`src/rtl/pipe_ctrl.sv`:
```
// Pipeline control: stall arbitration, branch redirect sequencing, wrong-path
// invalidation, stall/flush performance counters and a stall watchdog.
module pipe_ctrl #(
  parameter int unsigned TIMEOUT = 256,
  parameter int unsigned CNT_W   = 32
) (
  input  logic             clk,
  input  logic             rst,
  input  logic             stallreq_from_if,
  input  logic             stallreq_from_id,
  input  logic             stallreq_from_ex,
  input  logic             stallreq_from_mem,
  input  logic             branch_flag_i,
  input  logic [31:0]      branch_target_i,
  input  logic             perf_clr_i,
  output logic [5:0]       stall,
  output logic             pc_redirect_o,
  output logic [31:0]      new_pc_o,
  output logic             next_inst_invalid_o,
  output logic [CNT_W-1:0] stall_cycles_o,
  output logic [CNT_W-1:0] flush_count_o,
  output logic             stall_timeout_o
);

  localparam int unsigned   RunW    = $clog2(TIMEOUT + 1);
  localparam logic [RunW-1:0] RunMax  = RunW'(TIMEOUT);
  localparam logic [RunW-1:0] RunLast = RunW'(TIMEOUT - 1);

  typedef enum logic {StIdle, StPend} state_e;

  state_e           state_q, state_d;
  logic [31:0]      pend_pc_q, pend_pc_d;
  logic [RunW-1:0]  run_cnt_q, run_cnt_d;
  logic [CNT_W-1:0] stall_cycles_q, stall_cycles_d;
  logic [CNT_W-1:0] flush_count_q, flush_count_d;
  logic             timeout_q, timeout_d;
  logic             accept;
  logic             pend_valid;

  // Stall vector: the highest requesting stage freezes itself and everything upstream.
  always_comb begin
    stall = 6'b000000;
    if (stallreq_from_mem)     stall = 6'b011111;
    else if (stallreq_from_ex) stall = 6'b001111;
    else if (stallreq_from_id) stall = 6'b000111;
    else if (stallreq_from_if) stall = 6'b000011;
  end

  // Redirect FSM next state; a stalled ID re-presents its branch, so it is ignored here.
  always_comb begin
    accept     = branch_flag_i & ~stall[2];
    pend_valid = (state_q == StPend);
    state_d    = state_q;
    pend_pc_d  = pend_pc_q;
    if (accept) begin
      state_d   = StPend;
      pend_pc_d = branch_target_i;
    end else if (pend_valid && !stall[0]) begin
      state_d = StIdle;
    end
  end

  // Counters and watchdog next state; perf_clr_i leaves the watchdog alone.
  always_comb begin
    stall_cycles_d = stall_cycles_q;
    flush_count_d  = flush_count_q;
    run_cnt_d      = run_cnt_q;
    timeout_d      = timeout_q;
    if (perf_clr_i) begin
      stall_cycles_d = '0;
      flush_count_d  = '0;
    end else begin
      if (stall[0] && (stall_cycles_q != {CNT_W{1'b1}})) begin
        stall_cycles_d = stall_cycles_q + CNT_W'(1);
      end
      if (accept && (flush_count_q != {CNT_W{1'b1}})) begin
        flush_count_d = flush_count_q + CNT_W'(1);
      end
    end
    if (!stall[0]) begin
      run_cnt_d = '0;
    end else if (run_cnt_q != RunMax) begin
      run_cnt_d = run_cnt_q + RunW'(1);
    end
    if (stall[0] && (run_cnt_q == RunLast)) begin
      timeout_d = 1'b1;
    end
  end

  // State registers.
  always_ff @(posedge clk or posedge rst) begin
    if (rst) begin
      state_q        <= StIdle;
      pend_pc_q      <= '0;
      run_cnt_q      <= '0;
      stall_cycles_q <= '0;
      flush_count_q  <= '0;
      timeout_q      <= 1'b0;
    end else begin
      state_q        <= state_d;
      pend_pc_q      <= pend_pc_d;
      run_cnt_q      <= run_cnt_d;
      stall_cycles_q <= stall_cycles_d;
      flush_count_q  <= flush_count_d;
      timeout_q      <= timeout_d;
    end
  end

  // Outputs: the pending redirect is held until PC is free to take it.
  always_comb begin
    pc_redirect_o       = pend_valid & ~stall[0];
    new_pc_o            = pend_pc_q;
    next_inst_invalid_o = accept | pend_valid;
    stall_cycles_o      = stall_cycles_q;
    flush_count_o       = flush_count_q;
    stall_timeout_o     = timeout_q;
  end

endmodule

```
`config.mk`:
```
export PLATFORM = sky130hd
export DESIGN_NAME = pipe_ctrl
export DESIGN_NICKNAME = d
export VERILOG_FILES = /design/src/rtl/pipe_ctrl.sv
export SDC_FILE = /design/constraint.sdc
export NUM_CORES = 1
export LEC_CHECK = 0
export CAP_MARGIN = 20
export CORE_MARGIN = 4
export CORE_UTILIZATION = 45
export DETAILED_ROUTE_END_ITERATION = 8
export DONT_BUFFER_PORTS = 1
export SETUP_SLACK_MARGIN = 0.05
export SLEW_MARGIN = 0
export SYNTH_ARGS = -nofsm -noshare
export SYNTH_HDL_FRONTEND = slang
export SYNTH_SLANG_ARGS = --single-unit
```
`constraint.sdc`:
```
create_clock -name clk -period 4.3 [get_ports clk]
set_clock_uncertainty 0.15 [all_clocks]
set_input_delay 0.86 -clock clk [delete_from_list [all_inputs] [get_ports clk]]
set_output_delay 0.86 -clock clk [all_outputs]
set_load 0.02 [all_outputs]
```
==> qor.txt, run 1 <==
worst r2r dst - stall_cycles_o[31]$_DFFE_PP0P_
global-route wire length before repair - 20.5 mm
largest area contributor in the netlist - dfrtp_1
flop-to-flop setup slack - 1.34 ns
CTS tree - done
internal power - 1.63 mW
Cells after Synth - 586
CP Capture Type - primary output
Num CTS Buffers - 9
vias - 4,318
Layout Cells excl Fill - 718
Post-synth ARST share - 100%
initial antenna violation count - 0
switching pwr - 0.649 mW
Starting Density - 46.2%
Area Overhead vs Synth - 7.57%
proportion of layout cells with a drive suffix above 1 - 6.09%
nature of the critical path startpoint - primary input
final period utilization - 72.5%
Root Buffer - clkbuf_16
Initial DRT Pass Iterations - 4
FP Rows - 39
DRT Wirelength - 12.9 mm
overall power - 2.28 mW
slew at the pin with the worst max-slew slack - 0.811 ns
Via density - 6.01
# port buffers - 0
Max Slew Vio Count - 0
worst-case clock buffer depth - 2
top_reg_cell synth - dfrtp_1
gr ovfl total - 0
RSZ-0062 raised after global routing - no
Comb pwr share - 8.1%
DR iter-0 viols - 258
Net Count, Synth - 631
R2R Path Start - stall_cycles_o[0]$_DFFE_PP0P_
H-tree Lvls - 3
synthesized area - 5270 um2
CTS Sinks - 107
Final GP Congestion - 0.792
CP Class - primary input to primary output
drc violations - 0
Clk pwr share - 36.5%
Power Dens Cells - 402 nW/um2
VDD IR-drop max - 0.000219 V
I/O Pins - 145
Synth cell types - 44
setup bufs post-CTS - 0
Hold Crit Class - primary input to asynchronous set/reset pin
Final Hold Vio Count - 0
Post-synth EDFFs - 0
Sequential Power Share - 55.4%
YS warnings - 0
post-route ant nets - 0
Die X - 116 um
setup TNS - 0 ns
sw frac - 28.5%
Seq cells post-synth - 107
crit-path max FO - 50
status - completed
wire length per cell - 17.9 um
vias in the first global route - 4,045
Die Y - 116 um
Setup violations, final - 0
Die ar. - 13,500 um2
gr usage total - 19.0%
CTS resizes - 0
largest cells by area after synthesis - dfrtp_1, nand2_1, a21oi_1
share of the synthesized area in the top cell type - 50.8%
largest net degree at the start of global routing - 68
Reg2Reg Depth - 7
register area share after synthesis - 50.8%
final net count - 615
CP Data Required Time - 3.29 ns
Slew headroom - 45.1%
Placed Cells - 702
LEAKAGE - 2.35 nW
hold_buf cts - 0
HPWL Detailed - 8.90 mm
max-cap violation count - 0
floorplan core area - 11,400 um2
Max Clock Freq - 0.321 GHz
syn avg cell area - 8.99 um2
ANT cells - 0
Clock transition at path regs - 0.07 ns
cell with the most instances after synthesis - nand2_1
Tmin final - 3.12 ns
Worst-Skew Late Latency - 0.35 ns
Crit path arrival time - 2.11 ns
Post-synth top cells - nand2_1, dfrtp_1, a21oi_1
==> layer usage <==
metal | part of all wire [%] | vias up | global-route usage (%)
li1 | - | 2063 | -
met1 | 42 | 2124 | 24.7
met2 | 48 | 110 | 29.1
met3 | 6.8 | 21 | 5.70
met4 | 2.5 | 0 | 8.74
met5 | 0 | - | 0
==> flip-flops by register name, summed over array words and instances (netlist names) <==
name,flops
run_cnt_q,9
pend_valid,1
new_pc_o,32
stall_cycles_o,32
flush_count_o,32
stall_timeout_o,1
==> logic make-up after synthesis <==
| kind of cell | Yosys count | synth area share (%) |
|---|---|---|
| other | 1 | 0.0712 |
| adder cells (fa/ha/maj) | 5 | 1.19 |
| flip-flops | 107 | 50.8 |
| XOR/XNOR | 12 | 1.99 |
| AO/OA/AOI/OAI | 116 | 12.7 |
| buffers and inverters | 47 | 3.63 |
| multiplexers | 5 | 1.02 |
| AND/OR/NAND/NOR | 293 | 28.6 |
==> layout make-up <==
type                       count  area [um2]
tap                          143         179
fill                        1119        5750
multi-input combinational    432        2410
inverter                      13        51.3
timing repair buffer           7        52.6
clock inverter                 7        77.6
sequential                   107        2680
clock buffer                   9         225
==> cell usage in the layout, fill, tap and decap left out, types with 2 or more instances in the layout <==
master / n
xor2_1: 8
mux2i_1: 2
and3_1: 3
nand3_1: 31
nand2_1: 118
or2_2: 3
xnor2_1: 4
nor2b_1: 4
mux2_2: 3
nor4_1: 5
a21o_1: 2
o31ai_1: 22
buf_4: 7
inv_1: 12
clkbuf_16: 9
or3_1: 33
a21oi_1: 55
nand2b_1: 4
and2_1: 5
or4_1: 23
nand4_1: 20
dfrtp_1: 107
o21ai_0: 30
and4_1: 7
ha_1: 5
nor2_1: 29
clkinv_4: 3
==> per-stage QoR <==
stage	setup slack [ns]	area, um2	hold WS (ns)	utilization [%]
global placement	1.17	5370	0.345	47.0
floorplan	0.473	5270	0.302	-
CTS	1.18	5670	0.335	49.6
finish	1.18	5670	0.315	49.6
detailed placement	1.08	5370	0.336	47.0
global route	1.04	5670	0.363	49.6
==> power by group through the flow <==
stage / sequential [mW] / clock (mW) / combinational [mW]
after floorplan: 1.25 / 0 / 0.165
after global placement: 1.28 / 0 / 0.180
after detailed placement: 1.28 / 0 / 0.189
after CTS: 1.26 / 0.859 / 0.190
after global routing: 1.27 / 0.904 / 0.220
final: 1.26 / 0.832 / 0.185
==> worst max path at each step <==
| stage | endpoint | cells after the start | from | slack [ns] |
|---|---|---|---|---|
| 2_1_floorplan | flush_count_o[0]$_DFFE_PP0P_ | 1 | rst | 0.47 |
| 3_3_place_gp | flush_count_o[30]$_DFFE_PP0P_ | 5 | stallreq_from_id | 1.17 |
| 3_5_place_dp | flush_count_o[26]$_DFFE_PP0P_ | 5 | stallreq_from_id | 1.08 |
| 4_1_cts | next_inst_invalid_o | 3 | stallreq_from_id | 1.18 |
| 5_1_grt | stall_cycles_o[31]$_DFFE_PP0P_ | 7 | stall_cycles_o[0]$_DFFE_PP0P_ | 1.04 |
| 6_report | next_inst_invalid_o | 3 | stallreq_from_id | 1.18 |
==> critical path, cell delays in order <==
cell and delay, ns:
or4b_1 0.62, buf_4 0.33, nand2b_1 0.27
Power figures use the tool's default switching activity.
==> inputs of run 2 (changes only) <==
--- a/config.mk
+++ b/config.mk
@@ -5,6 +5,7 @@
 export SDC_FILE = /design/constraint.sdc
 export NUM_CORES = 1
 export LEC_CHECK = 0
+export ABC_AREA = 1
 export CAP_MARGIN = 20
 export CORE_MARGIN = 4
 export CORE_UTILIZATION = 45
==> constraint.sdc (replaced) <==
create_clock -name clk -period 2.85 [get_ports clk]
set_clock_uncertainty 0.15 [all_clocks]
set_input_delay 0.57 -clock clk [delete_from_list [all_inputs] [get_ports clk]]
set_output_delay 0.57 -clock clk [all_outputs]
set_load 0.02 [all_outputs]
==> qor.txt, run 2 <==
Post-synth EDFFs - 0 (unchanged)
CTS Sinks - 107 (unchanged)
Tmin final - 2.48 ns
post-synthesis xor/xnor area fraction - 4.47% (+2.5 points)
nature of the critical path startpoint - primary input
hold_buf cts - 0 (unchanged)
Power Dens Cells - 533 nW/um2 (+33%)
status - completed
global-route wire length before repair - 24.9 mm (+21%)
Die Y - 124 um (+6.8%)
vias - 5,287 (+22%)
gr usage total - 20.6% (+1.6 points)
CP Class - primary input to primary output
LEAKAGE - 3.13 nW (+34%)
Root Buffer - clkbuf_16
vias in the first global route - 4,929 (+22%)
mux contribution to synthesized area - 0.165% (-0.86 points)
Reg2Reg Depth - 9 (+2)
Net Count, Synth - 889 (+41%)
Initial DRT Pass Iterations - 4 (unchanged)
Post-synth ARST share - 100% (unchanged)
setup bufs post-CTS - 0 (unchanged)
synthesized area - 6070 um2 (+15%)
Seq cells post-synth - 107 (unchanged)
worst-case clock buffer depth - 2 (unchanged)
Crit path top cell by count - nor2_1
wire length per cell - 15.2 um (-15%)
YS warnings - 0 (unchanged)
slew at the pin with the worst max-slew slack - 0.621 ns (-0.190 ns)
Final Hold Vio Count - 0 (unchanged)
top_reg_cell synth - dfrtp_1
H-tree Lvls - 3 (unchanged)
adder-cell share of the synthesized area - 1.03% (-0.16 points)
ANT cells - 0 (unchanged)
Comb pwr share - 9.9% (+1.8 points)
DR iter-0 viols - 341 (+32%)
Cells after Synth - 844 (+44%)
Post-synth top cells - nand2_1, dfrtp_1, nor2_1
Area Overhead vs Synth - 7.83%
R2R Path Start - flush_count_o[1]$_DFFE_PP0P_
initial antenna violation count - 0 (unchanged)
syn avg cell area - 7.19 um2 (-20%)
drc violations - 0 (unchanged)
Worst-Skew Late Latency - 0.36 ns (about the same)
final period utilization - 86.9%
max-cap violation count - 0 (unchanged)
Clock transition at path regs - 0.08 ns (about the same)
gr ovfl total - 0 (unchanged)
Starting Density - 45.8% (-0.31 points)
FP Rows - 42 (+7.7%)
Layout Cells excl Fill - 1,024 (+43%)
Compound-Gate Fraction of Synth Area - 4.10% (-8.6 points)
HPWL Detailed - 11.2 mm (+26%)
crit-path max cell delay - 0.29 ns (-0.33 ns)
Hold Crit Class - primary input to asynchronous set/reset pin
Sequential Power Share - 54.1% (-1.3 points)
RSZ-0062 raised after global routing - no
internal power - 2.40 mW (+47%)
Die X - 124 um (+6.8%)
Num CTS Buffers - 9 (unchanged)
slowest CP cell - nor2_1
Setup violations, final - 0 (unchanged)
register area share after synthesis - 44.1% (-6.7 points)
Die ar. - 15,400 um2 (+14%)
DRT Wirelength - 15.5 mm (+21%)
overall power - 3.49 mW (+53%)
CP Data Required Time - 2.13 ns (-1.16 ns)
CP Capture Type - primary output
floorplan core area - 13,200 um2 (+16%)
Final GP Congestion - 0.902 (+14%)
sw frac - 31.3% (+2.8 points)
setup TNS - 0 ns (unchanged)
I/O Pins - 145 (unchanged)
CTS resizes - 0 (unchanged)
CTS tree - done
PnR worst setup slack - 0.372 ns (-0.810 ns)
# port buffers - 0 (unchanged)
largest family of logic cells by synthesized area - simple AND/OR/NAND/NOR gates
Placed Cells - 1,008 (+44%)
final net count - 888 (+44%)
Clk pwr share - 36.0% (-0.5 points)
post-route ant nets - 0 (unchanged)
Slew headroom - 58.6% (+14 points)
proportion of layout cells with a drive suffix above 1 - 6.37% (+0.28 points)
Hold Worst Slack - 0.0931 ns (-0.222 ns)
commonest non-fill, non-tap cell in the layout - nand2_1
Via density - 5.16 (-14%)
share of the synthesized area in the top cell type - 44.1% (-6.7 points)
crit-path max FO - 6 (-88%)
Max Slew Vio Count - 0 (unchanged)
cell with the most instances after synthesis - nand2_1
worst r2r dst - flush_count_o[3]$_DFFE_PP0P_
Crit path arrival time - 1.76 ns (-0.35 ns)
flop-to-flop setup slack - 0.46 ns (-0.88 ns)
post-synthesis simple-gate area fraction - 39.8% (+11 points)
largest area contributor in the netlist - dfrtp_1
Synth cell types - 40 (-9.1%)
crit path cell chain - nor2_1 > nand2_1 > nor2_1 > inv_1 > nor2_1 > buf_4
most frequent cells in the layout - nand2_1, dfrtp_1, nor2_1
Max Clock Freq - 0.404 GHz
largest cells by area after synthesis - dfrtp_1, nand2_1, nand3_1
pre-CTS setup slack - 0.398 ns (-0.686 ns)
switching pwr - 1.09 mW (+68%)
largest net degree at the start of global routing - 108 (+59%)
VDD IR-drop max - 0.000271 V (+24%)
run 2: cell types whose count changed after synthesis, sizes merged, moves of 18 or more:
cell	previous run	this run
or3	33	0
o31ai	22	0
nor2	29	112
clkbuf	29	11
nand2	118	356
nand3	31	82
or4	23	0
a21oi	55	10
inv	13	56
run 2: how the worst max path moves through the flow:
stage                                       startpoint                           end  slack, ns  cells past startpoint
after floorplan                       stallreq_from_ex                 pc_redirect_o       0.33                      6
final                                 stallreq_from_ex                 pc_redirect_o       0.37                      6
after detailed placement              stallreq_from_ex                 pc_redirect_o       0.40                      6
after CTS                             stallreq_from_ex                 pc_redirect_o       0.38                      6
after global placement                stallreq_from_ex                 pc_redirect_o       0.47                      6
after global routing      flush_count_o[1]$_DFFE_PP0P_  flush_count_o[3]$_DFFE_PP0P_       0.23                      9
run 2: cells by family after synthesis:
| family | after synthesis |
|---|---|
| other | 1 |
| and+or+nand+nor | 570 |
| muxes | 1 |
| AOI/OAI and AO/OA | 45 |
| adders and majority gates | 5 |
| buffers and inverters | 84 |
| xor gates and xnor gates | 31 |
| DFF | 107 |
run 2: stage by stage:
stage	area (um2)	util, %
CTS	6550	49.4
global route	6550	49.4
floorplan	6070	-
finish	6550	49.4
detailed placement	6250	47.2
global placement	6250	47.2
run 2: final cells by class:
type	count	area [um2]
well taps	176	220
fillers	1342	6700
repair buffers	14	118
clock buffers	9	225
multi-input cells	653	3020
clock inverters	7	67.6
flip-flops and latches	107	2680
inverters	58	221
run 2: power by group through the flow:
| stage | registers [mW] | clock network (mW) | logic [mW] |
|---|---|---|---|
| 2_1_floorplan | 1.88 | 0 | 0.285 |
| 3_3_place_gp | 1.91 | 0 | 0.336 |
| 3_5_place_dp | 1.92 | 0 | 0.354 |
| 4_1_cts | 1.89 | 1.28 | 0.354 |
| 5_1_grt | 1.91 | 1.36 | 0.409 |
| 6_report | 1.89 | 1.25 | 0.347 |
run 2: per-layer routing:
| layer | track usage [%] | vias up | share of wire [%] |
|---|---|---|---|
| li1 | - | 2637 | - |
| met1 | 27.5 | 2466 | 44 |
| met2 | 32.0 | 154 | 46 |
| met3 | 5.04 | 30 | 7.4 |
| met4 | 8.56 | 0 | 2.3 |
| met5 | 0 | - | 0 |
run 2: critical path, delay by kind of cell:
| kind | cells | cell delay, ns |
|---|---|---|
| buffers and inverters | 2 | 0.40 |
| and+or+nand+nor | 4 | 0.78 |
==> inputs of run 3 (changes only) <==
--- a/config.mk
+++ b/config.mk
@@ -8,7 +8,7 @@
 export ABC_AREA = 1
 export CAP_MARGIN = 20
 export CORE_MARGIN = 4
-export CORE_UTILIZATION = 45
+export CORE_UTILIZATION = 30
 export DETAILED_ROUTE_END_ITERATION = 8
 export DONT_BUFFER_PORTS = 1
 export SETUP_SLACK_MARGIN = 0.05
==> qor.txt, run 3 (synthesized netlist as in run 2, its figures left out) <==
Num CTS Buffers - 9 (unchanged)
proportion of layout cells with a drive suffix above 1 - 6.37% (unchanged)
Die ar. - 22,600 um2 (+46%)
RSZ-0062 raised after global routing - no
Via density - 4.69 (-9.2%)
LEAKAGE - 3.15 nW (+0.53%)
status - completed
Clock transition at path regs - 0.08 ns (about the same)
Area Overhead vs Synth - 10.1%
Setup violations, final - 0 (unchanged)
max-cap violation count - 0 (unchanged)
Power Dens Cells - 532 nW/um2 (-0.16%)
nature of the critical path startpoint - flop
Top Metal Used - met4
Hold Crit Class - primary input to asynchronous set/reset pin
# port buffers - 0 (unchanged)
gr usage total - 14.7% (-5.8 points)
post-route ant nets - 0 (unchanged)
fin util - 34.0% (-15 points)
slew at the pin with the worst max-slew slack - 0.690 ns (+0.0687 ns)
most frequent cells in the layout - nand2_1, dfrtp_1, nor2_1
wire length per cell - 14.4 um (-4.9%)
CTS resizes - 0 (unchanged)
DRT Wirelength - 16.1 mm (+3.4%)
H-tree Lvls - 3 (unchanged)
initial antenna violation count - 0 (unchanged)
Die Y - 150 um (+21%)
CP Capture Type - flop
largest net degree at the start of global routing - 108 (unchanged)
Worst-Skew Late Latency - 0.36 ns (about the same)
CP Class - flop to flop
setup bufs post-CTS - 0 (unchanged)
worst-case clock buffer depth - 2 (unchanged)
ANT cells - 0 (unchanged)
Max Slew Vio Count - 0 (unchanged)
routed wl met3 - 1.40 mm (+22%)
final period utilization - 85.2% (-1.8 points)
hold_buf cts - 0 (unchanged)
CTS tree - done
floorplan core area - 19,700 um2 (+48%)
flop-to-flop setup slack - 0.42 ns (-0.04 ns)
CP Data Required Time - 3.00 ns (+0.87 ns)
Starting Density - 30.9% (-15 points)
final net count - 888 (unchanged)
commonest non-fill, non-tap cell in the layout - nand2_1
Max Clock Freq - 0.412 GHz (+2.1%)
Root Buffer - clkbuf_16
HPWL Detailed - 11.6 mm (+2.9%)
FP Rows - 51 (+21%)
crit-path max FO - 23 (+17)
overall power - 3.56 mW (+1.9%)
Final Hold Vio Count - 0 (unchanged)
Die X - 150 um (+21%)
vias in the first global route - 5,134 (+4.2%)
vias - 5,219 (-1.3%)
global-route wire length before repair - 26.6 mm (+6.7%)
met1 WL - 7.19 mm (+5.0%)
met2 WL - 7.21 mm (+0.43%)
VDD IR-drop max - 0.000293 V (+7.9%)
Initial DRT Pass Iterations - 5 (+1)
Tmin final - 2.43 ns (-0.0505 ns)
DR iter-0 viols - 395 (+16%)
Hold Worst Slack - 0.103 ns (+0.00985 ns)
Crit path arrival time - 2.57 ns (+0.81 ns)
I/O Pins - 145 (unchanged)
Slew headroom - 54.0% (-4.6 points)
gr ovfl total - 0 (unchanged)
CTS Sinks - 107 (unchanged)
setup TNS - 0 ns (unchanged)
drc violations - 0 (unchanged)
Final GP Congestion - 0.885 (-2.0%)
[run 3: changes by cell type in the layout (fill, tap and decap cells not counted)]
cell / delta
inv_6: +2
inv_8: -2
clkinv_4: -1
clkinv_2: +1
buf_12: +1
bufinv_16: +1
buf_4: -1
clkinvlp_4: -1
[run 3: report_power, final]
group          internal, mW  switching, mW  total, mW
registers              1.66          0.232       1.89
logic                 0.122          0.218      0.340
clock network         0.699          0.629       1.33
[run 3: area by class of cell]
type / count / area (um2)
Clock inverter: 7 / 81.3
Inverter: 58 / 221
Multi-Input combinational cell: 653 / 3020
Sequential cell: 107 / 2680
Fill cell: 2135 / 13000
Clock buffer: 9 / 225
Timing Repair Buffer: 14 / 130
Tap cell: 265 / 332
[run 3: worst paths after layout]
check | from | to | cells after the start
min in group clk | perf_clr_i | stall_cycles_o[2]$_DFFE_PP0P_ | 1
max | flush_count_o[1]$_DFFE_PP0P_ | flush_count_o[3]$_DFFE_PP0P_ | 9
max reg2reg | flush_count_o[1]$_DFFE_PP0P_ | flush_count_o[3]$_DFFE_PP0P_ | 9
min reg2reg | run_cnt_q[5]$_DFFE_PP0P_ | run_cnt_q[5]$_DFFE_PP0P_ | 1
min | rst | run_cnt_q[8]$_DFFE_PP0P_ | 2
max in group asynchronous | rst | new_pc_o[6]$_DFFE_PP0P_ | 2
[run 3: layer usage]
| metal | GRT usage [%] | vias to the layer above |
|---|---|---|
| met5 | 0 | - |
| met4 | 4.76 | 0 |
| met3 | 4.79 | 22 |
| met2 | 23.1 | 174 |
| met1 | 19.3 | 2387 |
| li1 | - | 2636 |
[run 3: metrics by stage]
stage | std cells | instance area (um2) | worst slack [ns]
2_1_floorplan | 844 | 6070 | 0.333
3_3_place_gp | 1097 | 6380 | 0.470
3_5_place_dp | 1097 | 6380 | 0.419
4_1_cts | 1113 | 6680 | 0.401
5_1_grt | 1113 | 6680 | 0.194
6_report | 1113 | 6680 | 0.423
[run 3: worst max-delay path: stages, from the launching register on]
cell     delay (ns)
dfrtp_1        0.52
ha_1           0.26
nand2_1        0.11
nor2_4         0.16
nand2_4        0.09
nor2_8         0.17
a21oi_2        0.21
nor2_4         0.48
nand2_1        0.11
nand2_1        0.09
